==> config.mk <==
export PLATFORM = sky130hd
export DESIGN_NAME = uop_fetch_sequencer
export DESIGN_NICKNAME = d
export VERILOG_FILES = /design/src/rtl/uop_fetch_sequencer.sv
export SDC_FILE = /design/constraint.sdc
export NUM_CORES = 1
export LEC_CHECK = 0
export BUFFER_PORTS_ARGS = -buffer_cell sky130_fd_sc_hd__buf_2
export CORE_ASPECT_RATIO = 0.9
export CORE_UTILIZATION = 29
export CTS_CLUSTER_SIZE = 14
export DETAILED_ROUTE_END_ITERATION = 16
export GPL_ROUTABILITY_DRIVEN = 0
export GPL_TIMING_DRIVEN = 0
export PLACE_DENSITY_LB_ADDON = 0.1
export SLEW_MARGIN = 5
export SYNTH_ARGS = -nofsm -noshare
export SYNTH_HDL_FRONTEND = slang
export SYNTH_SLANG_ARGS = --single-unit
==> constraint.sdc <==
create_clock -name clk -period 2.9 [get_ports clk]
set_clock_uncertainty 0.1 [all_clocks]
set_input_delay 0.58 -clock clk [delete_from_list [all_inputs] [get_ports clk]]
set_output_delay 0.58 -clock clk [all_outputs]
set_load 0.05 [all_outputs]
==> src/rtl/uop_fetch_sequencer.sv <==
// Read-side sequencer for the uop cache: issues a run of sequential BRAM reads and
// streams the returned uops through a 2-entry FIFO onto a valid/ready interface.
module uop_fetch_sequencer #(
  parameter int ADDR_WIDTH = 6,
  parameter int DATA_WIDTH = 32
) (
  input  logic                  clk,
  input  logic                  reset,
  input  logic                  start,
  input  logic [ADDR_WIDTH-1:0] base_addr,
  input  logic [ADDR_WIDTH:0]   length,
  input  logic                  flush,
  output logic                  cache_rd_en,
  output logic [ADDR_WIDTH-1:0] cache_rd_addr,
  input  logic [DATA_WIDTH-1:0] cache_rd_data,
  output logic                  uop_valid,
  output logic [DATA_WIDTH-1:0] uop_data,
  input  logic                  uop_ready,
  output logic                  busy,
  output logic                  done
);

  typedef enum logic [1:0] {IDLE, RUN, DRAIN} state_t;

  state_t                state_q, state_d;
  logic [ADDR_WIDTH-1:0] base_q;
  logic [ADDR_WIDTH:0]   len_q;
  logic [ADDR_WIDTH:0]   issued_q;
  logic                  inflight_q;
  logic [DATA_WIDTH-1:0] fifo_mem [2];
  logic                  rd_ptr, wr_ptr;
  logic [1:0]            count_q;
  logic                  done_q, done_d;
  logic                  rd_en;
  logic                  pop, push;
  logic [2:0]            occupancy;

  assign pop  = uop_valid & uop_ready;
  assign push = inflight_q;
  // Slots that will be committed after this cycle's pop; a new read must still fit.
  assign occupancy = {1'b0, count_q} + {2'b00, inflight_q} - {2'b00, pop};

  always_comb begin
    state_d = state_q;
    rd_en   = 1'b0;
    done_d  = 1'b0;
    case (state_q)
      IDLE: begin
        if (start && length != '0) state_d = RUN;
        if (start && length == '0) done_d = 1'b1;
      end
      RUN: begin
        if (occupancy < 3'd2) rd_en = 1'b1;
        if (rd_en && issued_q == len_q - 1'b1) state_d = DRAIN;
      end
      DRAIN: begin
        // Leave on the cycle the final uop transfers so busy drops right after it.
        if (!inflight_q && count_q == 2'd1 && pop) begin
          state_d = IDLE;
          done_d  = 1'b1;
        end
      end
      default: state_d = IDLE;
    endcase
    if (flush) begin
      state_d = IDLE;
      rd_en   = 1'b0;
      done_d  = 1'b0;
    end
  end

  always_ff @(posedge clk) begin
    if (reset) begin
      state_q     <= IDLE;
      done_q      <= 1'b0;
      base_q      <= '0;
      len_q       <= '0;
      issued_q    <= '0;
      inflight_q  <= 1'b0;
      rd_ptr      <= 1'b0;
      wr_ptr      <= 1'b0;
      count_q     <= '0;
      fifo_mem[0] <= '0;
      fifo_mem[1] <= '0;
    end else begin
      state_q <= state_d;
      done_q  <= done_d;
      if (flush) begin
        inflight_q <= 1'b0;
        rd_ptr     <= 1'b0;
        wr_ptr     <= 1'b0;
        count_q    <= '0;
      end else begin
        inflight_q <= rd_en;
        if (state_q == IDLE && start) begin
          base_q   <= base_addr;
          len_q    <= length;
          issued_q <= '0;
        end else if (rd_en) begin
          issued_q <= issued_q + 1'b1;
        end
        if (push) begin
          fifo_mem[wr_ptr] <= cache_rd_data;
          wr_ptr           <= ~wr_ptr;
        end
        if (pop) rd_ptr <= ~rd_ptr;
        count_q <= count_q + {1'b0, push} - {1'b0, pop};
      end
    end
  end

  assign cache_rd_en   = rd_en;
  assign cache_rd_addr = base_q + issued_q[ADDR_WIDTH-1:0];
  assign uop_valid     = (count_q != 2'd0);
  assign uop_data      = fifo_mem[rd_ptr];
  assign busy          = (state_q != IDLE);
  assign done          = done_q;

endmodule

Yosys cells after proc, flatten, opt, wreduce, memory -nomap -nowiden
Memories as Yosys holds them, arrays and structs flattened. A register that Yosys moved wholly into a read port is not among the register bits.
Cells that the tools add are included.

word-level totals
  flip-flop bits (word level) = 28
  bits in writable memories = 64
  bits of input ports = 50
  logic and storage cells = 71
  memories = 1

memory list
  name      words  bits a word  read ports  clocked after memory_dff  write ports  line  RTL
  fifo_mem  2      32           1           1                         2            30    logic [DATA_WIDTH-1:0] fifo_mem [2];

cells by class
  add/sub/neg operators = 7
  order comparisons = 1
  equal/unequal tests = 7
  multiplexer cells = 24
  bitwise gates (word level) = 4
  reduce and logical (&&, ||, !) cells = 18

operator list
  kind                                                                    number
  32-bit 2-to-1 mux                                                       1
  32-bit OR reduction                                                     1
  1-bit 2-to-1 mux                                                        16
  7-bit 2-to-1 mux                                                        2
  7-bit by 1-bit adder with 7-bit output (second input constant)          1
  7-bit equality test                                                     1
  7-bit zero test                                                         1
  7-bit nonzero test                                                      1
  7-bit by 1-bit subtractor with 7-bit output (second input constant)     1
  6-bit adder                                                             1
  1-bit logical AND                                                       6
  2-bit 2-to-1 mux                                                        3
  2-bit != test (second input constant)                                   3
  2-bit one-hot mux with 3 select lines                                   1
  2-bit nonzero test                                                      3
  2-bit by 1-bit equality test with 1-bit output (second input constant)  2
  2-bit AND reduction                                                     2
  2-bit by 1-bit adder with 3-bit output                                  1
  3-bit by 2-bit < comparator with 1-bit output (second input constant)   1
  1-bit inverter                                                          3
  3-bit AND reduction                                                     1
  3-bit by 1-bit subtractor with 3-bit output                             1
  2-bit by 1-bit adder with 2-bit output                                  1
  2-bit equality test (second input constant)                             1
  other kinds (6)                                                         6

Logic depth before layout (Yosys ltp)
  depth in word-level cells = 10
  gate-level depth with buffers = 13

Worst setup path after synthesis
OpenSTA, ideal clock, no wires.

  kind = register to output
  start point = register count_q[1]
  end point = output cache_rd_en
  arrival time = 2.677 ns
  data required time = 2.220 ns
  path slack = -0.457 ns
  stages on the path, launching flop included = 11
  path through = dfxtp_1 > inv_1 > nand2_1 > and2_1 > ha_1 > inv_1 > ha_1 > fa_1 > xnor2_1 > nor4b_1 > buf_2

between the ends
  word-level cells in the longest chain between the ends = 8

ends and longest elaborated chain
  element                                        line  RTL
  start, declared                                32    logic [1:0] count_q;
  start signal, assigned                         107   count_q <= count_q + {1'b0, push} - {1'b0, pop};
  2-bit nonzero test                             114   assign uop_valid = (count_q != 2'd0);
  named net uop_valid                            16    output logic uop_valid,
  1-bit AND                                      38    assign pop = uop_valid & uop_ready;
  named net pop                                  35    logic pop, push;
  3-bit by 1-bit subtractor with 3-bit output    41    assign occupancy = {1'b0, count_q} + {2'b00, inflight_q} - {2'b00, pop};
  3-bit by 2-bit < comparator with 1-bit output  53    if (occupancy < 3'd2) rd_en = 1'b1;
  1-bit 2-to-1 mux                               53
  1-bit 2-to-1 mux (2 in a row)                  47    case (state_q)
  1-bit 2-to-1 mux                               65    if (flush) begin
  end, declared                                  13    output logic cache_rd_en,

The timed path passes the listed nets, and every way through them passes these cells. The select of a mux whose other input is x is not followed.

Worst setup path in the final report
  start point = register count_q[1]
  end point = output cache_rd_en

between the ends
  word-level cells in the longest chain between the ends = 8

ends and longest elaborated chain
  element                                        line
  2-bit nonzero test                             114
  1-bit AND                                      38
  named net pop                                  35
  3-bit by 1-bit subtractor with 3-bit output    41
  3-bit by 2-bit < comparator with 1-bit output  53
  1-bit 2-to-1 mux                               53
  1-bit 2-to-1 mux (2 in a row)                  47
  1-bit 2-to-1 mux                               65

The timed path passes the listed nets, and every way through them passes these cells. The select of a mux whose other input is x is not followed.

==> results.yml <==
drt:
  avgRoutedWirePerCell_um: 14.07
  vias: 2983
  route.detailed.drc: 0
  viasPerCell: 4.387
  postRouteAntennaNets: 0
  first_pass_iters: 4
  drtIter0Drc: 128
  wl_mm: 9.568
global_route:
  grt_use_total_pct: 13.24
  grt_pass1_vias: 2944
  antenna_found_initial: 0
  grt_max_degree: 33
  grt.overflow.total: 0
  grt_pass1_wl_mm: 14.94
logic_synthesis:
  synth_top_family_by_area: "simple AND/OR/NAND/NOR gates"
  yosys.cell_count.top_type: "and2_1"
  ys_top_cells_by_count: "and2_1 (69), edfxtp_1 (64), nand2_1 (33)"
  ys_seq_area_share_pct: 57.72
  syn_avg_cell_area_um2: 11.91
  syn_inst: 364
  synth_fa_ha_area_share_pct: 3.781
  synth_top_area_cell: "edfxtp_1"
  synth_compound_gate_area_share_pct: 4.358
  yosys.area_share.xor_xnor_pct: 4.242
  yosysTopAreaCellShare_pct: 44.33
  synth_cell_types: 42
  synthSimpleGateAreaFrac_pct: 18.64
  netlist_area_mm2: 0.004335
  synth_edf_count: 64
  synth_nets: 425
  ys_warn_count: 0
  yosys-top-cells-area: "edfxtp_1 (44%), dfxtp_1 (13%), and2_1 (10%), mux2_2 (8.3%), nand2_1 (2.9%)"
  synthArstFlopShare_pct: 0
  synth.mux.area_fraction_pct: 8.543
  ys.flop_type: "edfxtp_1"
  yosys_register_bits: 93
final_layout:
  postLayoutCoreUtil_pct: 37.81
  instances_no_fill: 680
  fin_nets: 539
  syn2layout_area_growth_pct: 27.88
  drive_gt1_share_pct: 37.14
  antenna_cells: 0
timing:
  finalHoldWorstSlack_ps: 367.1
  slew_violations: 0
  min_period_over_period_pct: 108.0
  hold_viol: 0
  fmax_mhz: 319.3
  worst_slack_ps: -231.9
  period_needed_ps: 3132
  tns_ps: -231.9
  setup_viol: 1
  rsz0062_at_grt: "yes"
  slew_headroom_pct: 40.67
  tightest_slew_ps: 890.0
worst_setup_path:
  ff2ff_path_depth: 14
  crit_buf_inv: 4
  crit_type: "reg -> out"
  critPathTopFamily: "adder cells"
  cp_cell_sequence: "inv_4 -> nand2_8 -> and2_4 -> ha_4 -> inv_2 -> ha_4 -> fa_2 -> xnor2_4 -> nor4b_4 -> buf_4 -> buf_8"
  cp_data_required_time_ps: 2220
  arrival_ps: 2450
  cp.depth: 11
  cp_slowest_cell: "fa_2"
  cpMostUsedCell: "ha_4"
  cp_slowest_stage_delay_ps: 370
  crit_path_end_kind: "output port"
  start_kind: "register"
  crit_path_max_fanout: 2
flow_run:
  cap_violations: 0
status:
  outcome: "finished, violations left"
  violations: "setup timing"
clocking:
  clkLatencyLatePin_ps: 340
  cts_tree: "done"
  path_clk_slew_ps: 60
  htreeDepth: 3
  cts.sinks: 93
  clk_path_buf_depth: 2
  cts_buffers: 9
  cts_hold_buffers: 0
  clockRootBuffer: "clkbuf_16"
floorplanning:
  core_mm2: 0.01466
  die_x_um: 130.9
  die_h_um: 118.0
  io_pins: 92
  start_util_pct: 29.57
  row_count: 42
  die-area_mm2: 0.01544
power_and_ir_drop:
  ir_drop_mv: 0.2481
  p_leak_uw: 0.002268
  cellPowerDensity_mw_per_mm2: 531.1
placed_design:
  dp_slack_ps: -510.3
  place_hpwl_mm: 6.597
  dp.cells: 653
  io_buffer_count: 91
worst_hold_path:
  min_path_cells: 2
  min_path_type: "reg -> reg"
[metal layers]
layer / vias to the layer above / wire [um] / track usage, %
met4: 0 / 214 / 6.825
met1: 1422 / 4417 / 16.86
li1: 1485 / - / -
met3: 13 / 478 / 3.136
met2: 63 / 4457 / 20.70
met5: - / 0 / 0
[flip-flops by register name, indices dropped and copies added (netlist names), 2 cells and up, named ones only]
signal / cells
count_q: 2
issued_q: 7
fifo_mem: 64
len_q: 7
base_q: 6
state_q: 2
[layout make-up]
type                       count  area (um2)
buffer                        16       63.81
multi-input combinational    240        1812
tap                          198       247.7
inverter                      15       61.31
clock inverter                 6       63.81
clock buffer                   9       225.2
sequential                    93        2510
timing repair buffer         103       560.5
fill                        1465        9117
[stage by stage]
step | total power [uW] | area [um2]
floorplan | 1700 | 4360
global placement | 1791 | 5064
detailed placement | 1795 | 5064
CTS | 2992 | 5514
global route | 3066 | 5544
finish | 2945 | 5544
[worst min-delay path: cells and delay by family (launching register included)]
family          cells  cell delay, ps
compound gates      1              50
flops               1             320
simple gates        1              50
[what timing repair did]
action                                  in CTS  in global routing
setup buffers                               13                  2
gates resized for setup                     16                  8
pin swaps                                    5                  5
endpoints found under the setup margin       1                 10
[kinds of logic (layout without fill, tap and decap cells)]
group | count (synthesis) | after routing
AOI/OAI and AO/OA | 29 | 29
xor gates and xnor gates | 21 | 21
adders and majority gates | 12 | 12
buffers and inverters | 31 | 149
DFF | 93 | 93
muxes | 33 | 33
and+or+nand+nor | 145 | 145
[cells in the final DEF (no fill, tap or decap), types with 2 or more instances in the layout]
cell type	count
a21o_1	2
a21oi_1	16
and2_1	68
and3_1	3
buf_1	3
buf_2	88
buf_4	13
clkbuf_1	12
clkbuf_16	9
clkbuf_4	2
dfxtp_1	25
dfxtp_2	3
edfxtp_1	64
ha_1	7
ha_4	2
inv_1	12
inv_4	2
mux2_2	32
nand2_1	32
nand4_1	3
nor2_1	18
nor2b_1	3
nor4_1	2
o2111ai_2	2
or2_2	4
xnor2_1	12
xor2_1	8
[power breakdown]
group	switching, uW	leakage [uW]	internal, uW
Sequential	18.4	0.000896	1460
Combinational	193	0.00123	102
Clock	510	0.000139	664
Total	722	0.00227	2220
[worst paths after layout]
| check | startpoint | end | slack (ps) |
|---|---|---|---|
| setup / recovery | count_q[1] | cache_rd_en | -230 |
| hold / removal | base_q[5] | base_q[5] | 370 |
| setup reg to reg | count_q[1] | state_q[1] | 20 |
| hold reg to reg | base_q[5] | base_q[5] | 370 |
No activity file was read; power rests on OpenSTA's default activity.
